===== config.mk =====
export PLATFORM = sky130hd
export DESIGN_NAME = fetch_prefetch_queue
export DESIGN_NICKNAME = d
export VERILOG_FILES = /design/src/rtl/fetch_pkg.sv /design/src/rtl/ifq_tag_cam.sv /design/src/rtl/fetch_prefetch_queue.sv
export SDC_FILE = /design/constraint.sdc
export NUM_CORES = 1
export LEC_CHECK = 0
export CORE_UTILIZATION = 40
export CTS_CLUSTER_DIAMETER = 150
export DETAILED_ROUTE_END_ITERATION = 6
export PLACE_DENSITY = 0.67
export RECOVER_POWER = 25
export SETUP_SLACK_MARGIN = 0.05
export SLEW_MARGIN = 20
export SYNTH_ARGS = -nofsm -noshare
export SYNTH_HDL_FRONTEND = slang
export SYNTH_HIERARCHICAL = 1
export SYNTH_SLANG_ARGS = --single-unit

===== constraint.sdc =====
create_clock -name clk -period 4.9 [get_ports clk]
set_clock_uncertainty 0.2 [all_clocks]
set_input_delay 0.735 -clock clk [delete_from_list [all_inputs] [get_ports clk]]
set_output_delay 0.735 -clock clk [all_outputs]
set_load 0.05 [all_outputs]

===== src/rtl/fetch_pkg.sv =====
// Shared types for the instruction prefetch queue: bus encodings, entry state and entry payload.
package fetch_pkg;

    localparam int unsigned XLEN  = 32;
    localparam int unsigned TAG_W = 4;

    localparam logic [1:0] BUS_NONE  = 2'd0;
    localparam logic [1:0] BUS_LOAD  = 2'd1;
    localparam logic [1:0] BUS_STORE = 2'd2;

    typedef enum logic [1:0] {
        FREE = 2'd0,
        WAIT = 2'd1,
        DONE = 2'd2
    } ifq_state_e;

    typedef struct packed {
        ifq_state_e        state;
        logic [TAG_W-1:0]  tag;
        logic [XLEN-1:0]   pc;
        logic [XLEN-1:0]   ir;
    } ifq_entry_t;

endpackage


===== src/rtl/ifq_tag_cam.sv =====
// Compares a returning memory tag against every waiting queue entry; one-hot hit vector out.
module ifq_tag_cam
    import fetch_pkg::*;
#(
    parameter int unsigned DEPTH = 4
) (
    input  logic [DEPTH-1:0][TAG_W-1:0] tags,
    input  logic [DEPTH-1:0]            waiting,
    input  logic [TAG_W-1:0]            lookup,
    output logic [DEPTH-1:0]            hit
);

    // Tag 0 never matches: it encodes "no data this cycle".
    always_comb begin
        hit = '0;
        for (int i = 0; i < DEPTH; i++) begin
            hit[i] = waiting[i] && (tags[i] == lookup) && (lookup != '0);
        end
    end

endmodule


===== src/rtl/fetch_prefetch_queue.sv =====
// Sequential instruction prefetcher: issues tagged loads, collects out-of-order returns,
// hands instructions to IF in program order, and flushes on redirect.
module fetch_prefetch_queue
    import fetch_pkg::*;
#(
    parameter int unsigned     DEPTH    = 4,
    parameter logic [XLEN-1:0] RESET_PC = '0
) (
    input  logic              clk,
    input  logic              rst_n,
    input  logic              redirect_valid,
    input  logic [XLEN-1:0]   redirect_pc,
    input  logic              if_ready,
    output logic              if_valid,
    output logic [XLEN-1:0]   if_PC,
    output logic [XLEN-1:0]   if_NPC,
    output logic [XLEN-1:0]   if_IR,
    output logic [XLEN-1:0]   proc2Imem_addr,
    output logic [1:0]        proc2Imem_command,
    input  logic [TAG_W-1:0]  mem2proc_response,
    input  logic [XLEN-1:0]   mem2proc_data,
    input  logic [TAG_W-1:0]  mem2proc_tag
);

    localparam int unsigned PTR_W = $clog2(DEPTH);
    localparam int unsigned CNT_W = $clog2(DEPTH + 1);
    localparam int unsigned NTAGS = 1 << TAG_W;

    ifq_entry_t        entries [DEPTH];
    logic [PTR_W-1:0]  head, tail, head_next;
    logic [CNT_W-1:0]  count;
    logic [XLEN-1:0]   fetch_pc;
    logic [NTAGS-1:0]  stale, stale_flush;
    logic              valid_q;
    logic [XLEN-1:0]   pc_q, ir_q;

    logic                       issue, accept, pop, tag_present, any_hit;
    logic [DEPTH-1:0][TAG_W-1:0] cam_tags;
    logic [DEPTH-1:0]           cam_wait;
    logic [DEPTH-1:0]           hit;

    // Request/handshake decode for the current cycle.
    always_comb begin
        issue       = rst_n && (count < CNT_W'(DEPTH)) && !redirect_valid;
        accept      = issue && (mem2proc_response != '0);
        pop         = if_valid && if_ready;
        head_next   = pop ? head + PTR_W'(1) : head;
        tag_present = (mem2proc_tag != '0);
        any_hit     = |hit;
        for (int i = 0; i < DEPTH; i++) begin
            cam_tags[i] = entries[i].tag;
            cam_wait[i] = (entries[i].state == WAIT);
        end
    end

    // On redirect every in-flight tag becomes stale, except one returning right now.
    always_comb begin
        stale_flush = stale;
        for (int i = 0; i < DEPTH; i++) begin
            if (entries[i].state == WAIT) begin
                stale_flush[entries[i].tag] = 1'b1;
            end
        end
        if (tag_present) begin
            stale_flush[mem2proc_tag] = 1'b0;
        end
    end

    ifq_tag_cam #(.DEPTH(DEPTH)) u_cam (
        .tags    (cam_tags),
        .waiting (cam_wait),
        .lookup  (mem2proc_tag),
        .hit     (hit)
    );

    always_ff @(posedge clk or negedge rst_n) begin
        if (!rst_n) begin
            for (int i = 0; i < DEPTH; i++) begin
                entries[i] <= '0;
            end
            head     <= '0;
            tail     <= '0;
            count    <= '0;
            fetch_pc <= RESET_PC;
            stale    <= '0;
            valid_q  <= 1'b0;
            pc_q     <= '0;
            ir_q     <= '0;
        end else if (redirect_valid) begin
            for (int i = 0; i < DEPTH; i++) begin
                entries[i].state <= FREE;
            end
            head     <= '0;
            tail     <= '0;
            count    <= '0;
            fetch_pc <= redirect_pc;
            stale    <= stale_flush;
            valid_q  <= 1'b0;
        end else begin
            if (accept) begin
                entries[tail] <= '{state: WAIT, tag: mem2proc_response, pc: fetch_pc, ir: '0};
                tail          <= tail + PTR_W'(1);
                fetch_pc      <= fetch_pc + XLEN'(4);
            end
            if (pop) begin
                entries[head].state <= FREE;
                head                <= head_next;
            end
            for (int i = 0; i < DEPTH; i++) begin
                if (hit[i]) begin
                    entries[i].state <= DONE;
                    entries[i].ir    <= mem2proc_data;
                end
            end
            if (tag_present && !any_hit && stale[mem2proc_tag]) begin
                stale[mem2proc_tag] <= 1'b0;
            end
            count <= count + CNT_W'(accept) - CNT_W'(pop);
            // Output stage sees the entry state from before this edge: one cycle of latency.
            valid_q <= (entries[head_next].state == DONE);
            pc_q    <= entries[head_next].pc;
            ir_q    <= entries[head_next].ir;
        end
    end

    assign if_valid          = valid_q && !redirect_valid;
    assign if_PC             = pc_q;
    assign if_IR             = ir_q;
    assign if_NPC            = pc_q + XLEN'(4);
    assign proc2Imem_addr    = fetch_pc;
    assign proc2Imem_command = issue ? BUS_LOAD : BUS_NONE;

endmodule


==> qor.yml, run 1 <==
pwr:
  p_leak_nw: 10.8
  ir_drop_mv: 0.247
  powerDensity_mw_per_mm2: 466
  total_power_mw: 10.2
timing:
  relSlewSlack_pct: -37.8
  rsz0062_at_grt: "false"
  setup_viol: 0
  period_share_pct: 93.5
  finalCriticalPeriod_ns: 4.58
  worstMarginPinSlew_ns: 2.07
  hold_viol_final: 0
  fmax_ghz: 0.218
  hold_ws_ns: 0.281
  tns_ns: 0
  drv_slew: 244
place:
  finalWeightedCongestion: 0.836
  hpwl_um: 30500
  portBuffers: 205
cts:
  htreeDepth: 2
  insertion_delay_ns: 0.56
  cts_setup_buffers: 0
  clock_path_buffers: 3
  cts_root_buf: "clkbuf_16"
  cts.sinks: 384
  cts_buffers: 42
  cts_tree: "built"
  path_clk_slew_ns: 0.06
synthesis:
  synth_compound_area_share_pct: 6.12
  yosys_warnings: 6
  synthMuxAreaShare_pct: 15.8
  synth_simple_gate_area_share_pct: 17.2
  synth_area_per_cell_um2: 10.7
  ys_ff_latch: 384
  synthXorXnorAreaFrac_pct: 2.30
  synth_top_family_by_area: "simple AND/OR/NAND/NOR gates"
  synthArstFlopShare_pct: 100
  seq_area_frac_synth_pct: 53.9
  synth.distinct_cells: 60
  syn_nets: 1757
  synth-edff-count: 0
  syn_inst: 1668
  synth_flop_cell: "dfrtp_1"
  synth_fa_ha_area_share_pct: 0.955
  synth_area_mm2: 0.0178
final_layout:
  area_delta_synth_final_pct: 22.3
  drive_gt1_share_pct: 13.8
  antenna_cells: 0
  final_nets: 1918
worst_setup_path:
  crit_required_ns: 3.96
  crit_type: "reg2out"
  end_kind: "output pin"
  max_stage_delay_ns: 0.83
  crit_buf_inv: 1
  cp_top_family: "simple AND/OR/NAND/NOR gates"
  worstSetupStartpointType: "register"
  startpoint: "if_PC[4]$_DFFE_PN0N_"
  crit_fanout: 7
  cp.depth: 6
  crit_slowest_cell: "clkdlybuf4s50_1"
  r2r_start: "head[0]$_DFFE_PN0P_"
  rr_worst_depth: 6
  arrival_ns: 3.65
  worstPathCellList: "and4_1, nand4_1, nor4_2, nand3_1, xnor2_1, clkdlybuf4s50_1"
status:
  status: "complete, but fails checks"
  violations: "capacitance limit, slew limit"
route:
  dr.pass1.iters: 5
  drcViolationCount: 0
  drtAntennaViolNets: 0
  drt_wl_total_um: 49300
  drt_iter0_drc: 1201
  routed_via_density: 5.57
  post_drt_wl_per_cell_um: 20.2
  route.vias.total: 13600
floorplanning:
  placementRows: 76
  ios: 207
  start_util_pct: 40.9
  die_w_um: 213
  design.core.area_mm2: 0.0436
  dieArea_mm2: 0.0454
  die_h_um: 213
grt:
  track_usage_pct: 22.1
  grt_overflow: 0
  grt_pass1_vias: 13900
  met1_usage_pct: 28.8
  antenna_found_initial: 1
  grt_max_degree: 78
  top_usage_layer: "met2"
  grt_pass1_wl_um: 77900
  met3_usage_pct: 4.35
  use_met2_pct: 37.4
job:
  drv_cap: 5
worst_hold_path:
  hp-class: "reg2reg"
  hp-start: "entries[176]$_DFFE_PN0P_"
  whs_path_depth: 2
## worst register-to-register path, cell delays in order (launching register included)
cell and delay, ns:
dfrtp_1 0.48, inv_1 0.11, ha_1 0.29, mux2i_1 0.11
nor2_4 0.11, clkbuf_1 1.49, a221oi_1 0.36
## cells by family (layout without fill, tap and decap cells)
logic type / count (synthesis) / count (layout)
compound gates: 143 / 143
xor+xnor: 46 / 46
fa+ha+maj: 13 / 13
buf+inv: 141 / 331
flops: 384 / 384
mux: 264 / 264
other cells: 1 / 1
simple gates: 676 / 676
## area by class of cell
type	count	area, um2
fill	3955	21800
sequential	384	9610
multi-input combinational	1143	7600
timing repair buffer	243	2350
clock buffer	62	1300
tap	585	732
clock inverter	11	135
inverter	15	60.1
## cells in the mapped netlist (all sizes together) (5+ instances only)
cell / count / area, um2
nand2: 331 / 1270
a221oi: 64 / 561
ha: 12 / 150
nor3: 6 / 30.0
a31oi: 5 / 31.3
mux2: 134 / 1510
nor4: 6 / 65.1
buf: 62 / 362
xnor2: 30 / 270
dfrtp: 384 / 9610
and3: 11 / 68.8
a221o: 5 / 50.1
clkbuf: 64 / 241
nor2: 97 / 372
nor2b: 10 / 62.6
or3: 8 / 50.1
nand3: 163 / 816
inv: 15 / 58.8
and2: 5 / 31.3
xor2: 16 / 140
o21ai: 25 / 125
o211ai: 11 / 82.6
and4: 6 / 52.6
mux2i: 130 / 1300
a21oi: 11 / 55.1
nand4: 18 / 113
o311ai: 10 / 87.6
## metal layers
layer | share of wire, % | vias up
li1 | - | 6159
met1 | 42 | 6899
met2 | 49 | 469
met3 | 6.9 | 69
met4 | 2.0 | 2
met5 | 0.026 | -
## power by group
group          total [mW]  internal [mW]  switching, mW
sequential           4.32           3.82          0.493
clock                3.27           1.99           1.29
combinational        2.57           1.07           1.50
## timing repair
action                                  CTS  global route
hold buffers                              1             0
endpoints found under the hold margin    50             0
resized for setup                         0             1
endpoints found under the setup margin    0             3
## sequential cells by signal (all words and copies together), names as in the netlist
signal and count:
if_PC 32, count 3, cam_tags 16, tail 2
valid_q 1, proc2Imem_addr 32, if_IR 32, entries 264
head 2
## through the flow
step / std cells / area [um2] / utilization [%] / setup slack [ns]
2_1_floorplan: 1668 / 17800 / - / 1.16
3_3_place_gp: 2369 / 20400 / 46.7 / 0.864
3_5_place_dp: 2369 / 20400 / 46.7 / 0.757
4_1_cts: 2443 / 21800 / 50.1 / 0.148
5_1_grt: 2443 / 21800 / 50.0 / 0.140
6_report: 2443 / 21800 / 50.0 / 0.317
## worst paths after layout
path / end / slack (ns)
min in group asynchronous: entries[44]$_DFFE_PN0P_ / 0.49
hold / removal: entries[176]$_DFFE_PN0P_ / 0.28
max in group asynchronous: entries[61]$_DFFE_PN0P_ / 1.47
setup / recovery: if_NPC[27] / 0.32
setup reg to reg: if_IR[7]$_DFFE_PN0N_ / 1.51
hold reg to reg: entries[176]$_DFFE_PN0P_ / 0.28
## layout by cell type (no fill, tap or decap), types with 6 or more instances in the layout
cell             synthesis  layout
a21oi_1                 11      11
a221oi_1                64      64
and3_1                  11      11
and4_1                   6       6
buf_4                   15      30
clkbuf_1                63       7
clkbuf_16                0      45
clkbuf_8                 0      11
clkdlybuf4s50_1          0     201
clkinv_2                 0       7
dfrtp_1                384     384
ha_1                    12      12
inv_1                   13      13
mux2_2                 129     129
mux2i_1                130     130
nand2_1                326     326
nand3_1                163     163
nand4_1                 18      18
nor2_1                  96      95
nor2b_1                 10       6
o211ai_1                11      11
o21ai_0                 24      24
o311ai_0                 7       7
or3_1                    8       8
xnor2_1                 29      29
xor2_1                  16      16
Power figures use the tool's default switching activity.
==> inputs of run 2 (changes only) <==
==> constraint.sdc (replaced) <==
create_clock -name clk -period 5.84 [get_ports clk]
set_clock_uncertainty 0.2 [all_clocks]
set_input_delay 0.876 -clock clk [delete_from_list [all_inputs] [get_ports clk]]
set_output_delay 0.876 -clock clk [all_outputs]
set_load 0.05 [all_outputs]
==> run 2 against run 1 <==
Effect of this change: wire length increased by 0.81%; clock power decreased by 15%; final cell count is 0.78% lower; critical path depth is 1 higher; non-clock buffer count shrank 19; the run still ends with capacitance limit, slew limit left; critical endpoint is now if_NPC[28]; total power shrank 16%; setup slack improved by 0.80 ns; highest routed layer unchanged; final area fell by 0.53%.
==> qor.yml, run 2 (same netlist as run 1, synthesis figures left out) <==
status:
  status: "complete, but fails checks"
  violations: "capacitance limit, slew limit"
worst_setup_path:
  startpoint: "if_PC[3]$_DFFE_PN0N_"
  worstPathCellList: "ha_1, and2_1, nand4_1, nor3_1, nand4_1, xnor2_1, clkdlybuf4s50_1"
  crit_buf_inv: 1  # unchanged
  cp_top_family: "simple AND/OR/NAND/NOR gates"
  arrival_ns: 3.65  # about the same
  crit_slowest_cell: "clkdlybuf4s50_1"
  r2r_start: "count[2]$_DFF_PN0_"
  crit_fanout: 6  # -1
  crit_type: "reg2out"
  max_stage_delay_ns: 0.82  # about the same
  worstSetupStartpointType: "register"
  cp_common_cell: "nand4_1"
  end_kind: "output pin"
  crit_required_ns: 4.76  # +0.80 ns
cts:
  htreeDepth: 2  # unchanged
  cts.sinks: 384  # unchanged
  clock_path_buffers: 3  # unchanged
  cts_resized: 0  # unchanged
  insertion_delay_ns: 0.57  # about the same
  ctsHoldBuffers: 0  # -1
  cts_setup_buffers: 0  # unchanged
  path_clk_slew_ns: 0.06  # about the same
  cts_buffers: 42  # unchanged
  cts_tree: "built"
  cts_root_buf: "clkbuf_16"
route:
  drt_wl_total_um: 49700  # +0.81%
  drt_iter0_drc: 1115  # -7.2%
  post_drt_wl_per_cell_um: 20.5  # +1.6%
  dr.pass1.iters: 5  # unchanged
  drcViolationCount: 0  # unchanged
  drtAntennaViolNets: 0  # unchanged
  routed_via_density: 5.56  # -0.15%
  route.vias.total: 13500  # -0.93%
timing:
  worstMarginPinSlew_ns: 1.54  # -0.525 ns
  finalCriticalPeriod_ns: 4.72
  fmax_ghz: 0.212
  relSlewSlack_pct: -2.78  # +35 points
  tns_ns: 0  # unchanged
  hold_ws_ns: 0.0426  # -0.238 ns
  period_share_pct: 80.9
  drv_slew: 23  # -91%
  hold_viol_final: 0  # unchanged
  setup_viol: 0  # unchanged
  rsz0062_at_grt: "false"
pwr:
  internal_power_mw: 5.77  # -16%
  seqPwrFrac_pct: 42.5  # about the same
  p_leak_nw: 10.7  # -0.76%
  powerDensity_mw_per_mm2: 394  # -15%
  clockPowerShare_pct: 32.4  # +0.2 points
  power.switching_mw: 2.77  # -15%
  ir_drop_mv: 0.248  # +0.47%
  switching_share_pct: 32.5  # +0.20 points
  comb_power_share_pct: 25.1  # -0.2 points
final_layout:
  area_delta_synth_final_pct: 21.6
  antenna_cells: 0  # unchanged
  layout_common_cells: "dfrtp_1, nand2_1, clkdlybuf4s50_1"
  layout_commonest_cell: "dfrtp_1"
  final_nets: 1899  # -0.99%
  top_register: "entries"
  drive_gt1_share_pct: 13.0  # -0.78 points
  largest_register_ffs: 264  # unchanged
  n_fill_cell: 3996  # +1.0%
  final_core_util_pct: 49.8  # -0.26 points
floorplanning:
  die_h_um: 213  # unchanged
  design.core.area_mm2: 0.0436  # unchanged
  start_util_pct: 40.9  # unchanged
  dieArea_mm2: 0.0454  # unchanged
  ios: 207  # unchanged
  placementRows: 76  # unchanged
  die_w_um: 213  # unchanged
grt:
  antenna_found_initial: 2  # +1
  grt_overflow: 0  # unchanged
  grt_pass1_vias: 13900  # -0.52%
  grt_max_degree: 164  # +110%
  grt_pass1_wl_um: 78200  # +0.40%
  track_usage_pct: 22.3  # +0.13 points
job:
  drv_cap: 1  # -4
place:
  finalWeightedCongestion: 0.841  # +0.51%
  portBuffers: 205  # unchanged
  hpwl_um: 29200  # -4.1%
worst_hold_path:
  hp-class: "in2async"
-- run 2: power by group through the flow --
stage	clock network [mW]	logic, mW	registers [mW]
final	2.77	2.14	3.63
after global routing	2.93	2.29	3.71
after CTS	2.83	2.17	3.63
after detailed placement	0	2.16	3.68
after global placement	0	2.12	3.64
after floorplan	0	1.14	3.91
-- run 2: metal layers --
layer	part of all wire [%]	track usage, %
met2	48	37.4
met4	2.0	6.45
met3	6.4	4.19
met5	0.054	0
met1	43	29.2
-- run 2: worst paths after layout --
path	to	slack, ns	cells past startpoint
worst min-delay path	entries[254]$_DFFE_PN0P_	0.04	1
min in group clk	entries[200]$_DFFE_PN0P_	0.28	2
max in group asynchronous	entries[209]$_DFF_PN0_	4.07	2
worst min register to register	entries[200]$_DFFE_PN0P_	0.28	2
worst max register to register	count[2]$_DFF_PN0_	2.79	11
worst max-delay path	if_NPC[28]	1.12	7
-- run 2: final cells by class --
class | count | area, um2 | area share, %
Sequential cell | 384 | 9610 | 44.3
Multi-Input combinational cell | 1143 | 7600 | 35.1
Timing Repair Buffer | 224 | 2230 | 10.3
Clock buffer | 60 | 1290 | 5.96
Tap cell | 585 | 732 | 3.38
Clock inverter | 13 | 153 | 0.704
Inverter | 15 | 60.1 | 0.277
-- run 2: worst register-to-register path, delay by kind of cell, from the launching register on --
family	cells	cell delay (ns)
adders and majority gates	3	0.84
buffers and inverters	4	0.73
and+or+nand+nor	3	0.59
DFF	1	0.39
xor gates and xnor gates	1	0.17
-- run 2: per-stage QoR --
step                std cells  power [mW]  setup slack, ns  instance area, um2
floorplan                1668        5.05             1.96               17800
global placement         2351        5.75             1.62               20200
detailed placement       2351        5.83             1.60               20200
CTS                      2424        8.63            0.956               21700
global route             2424        8.93            0.802               21700
finish                   2424        8.55             1.12               21700
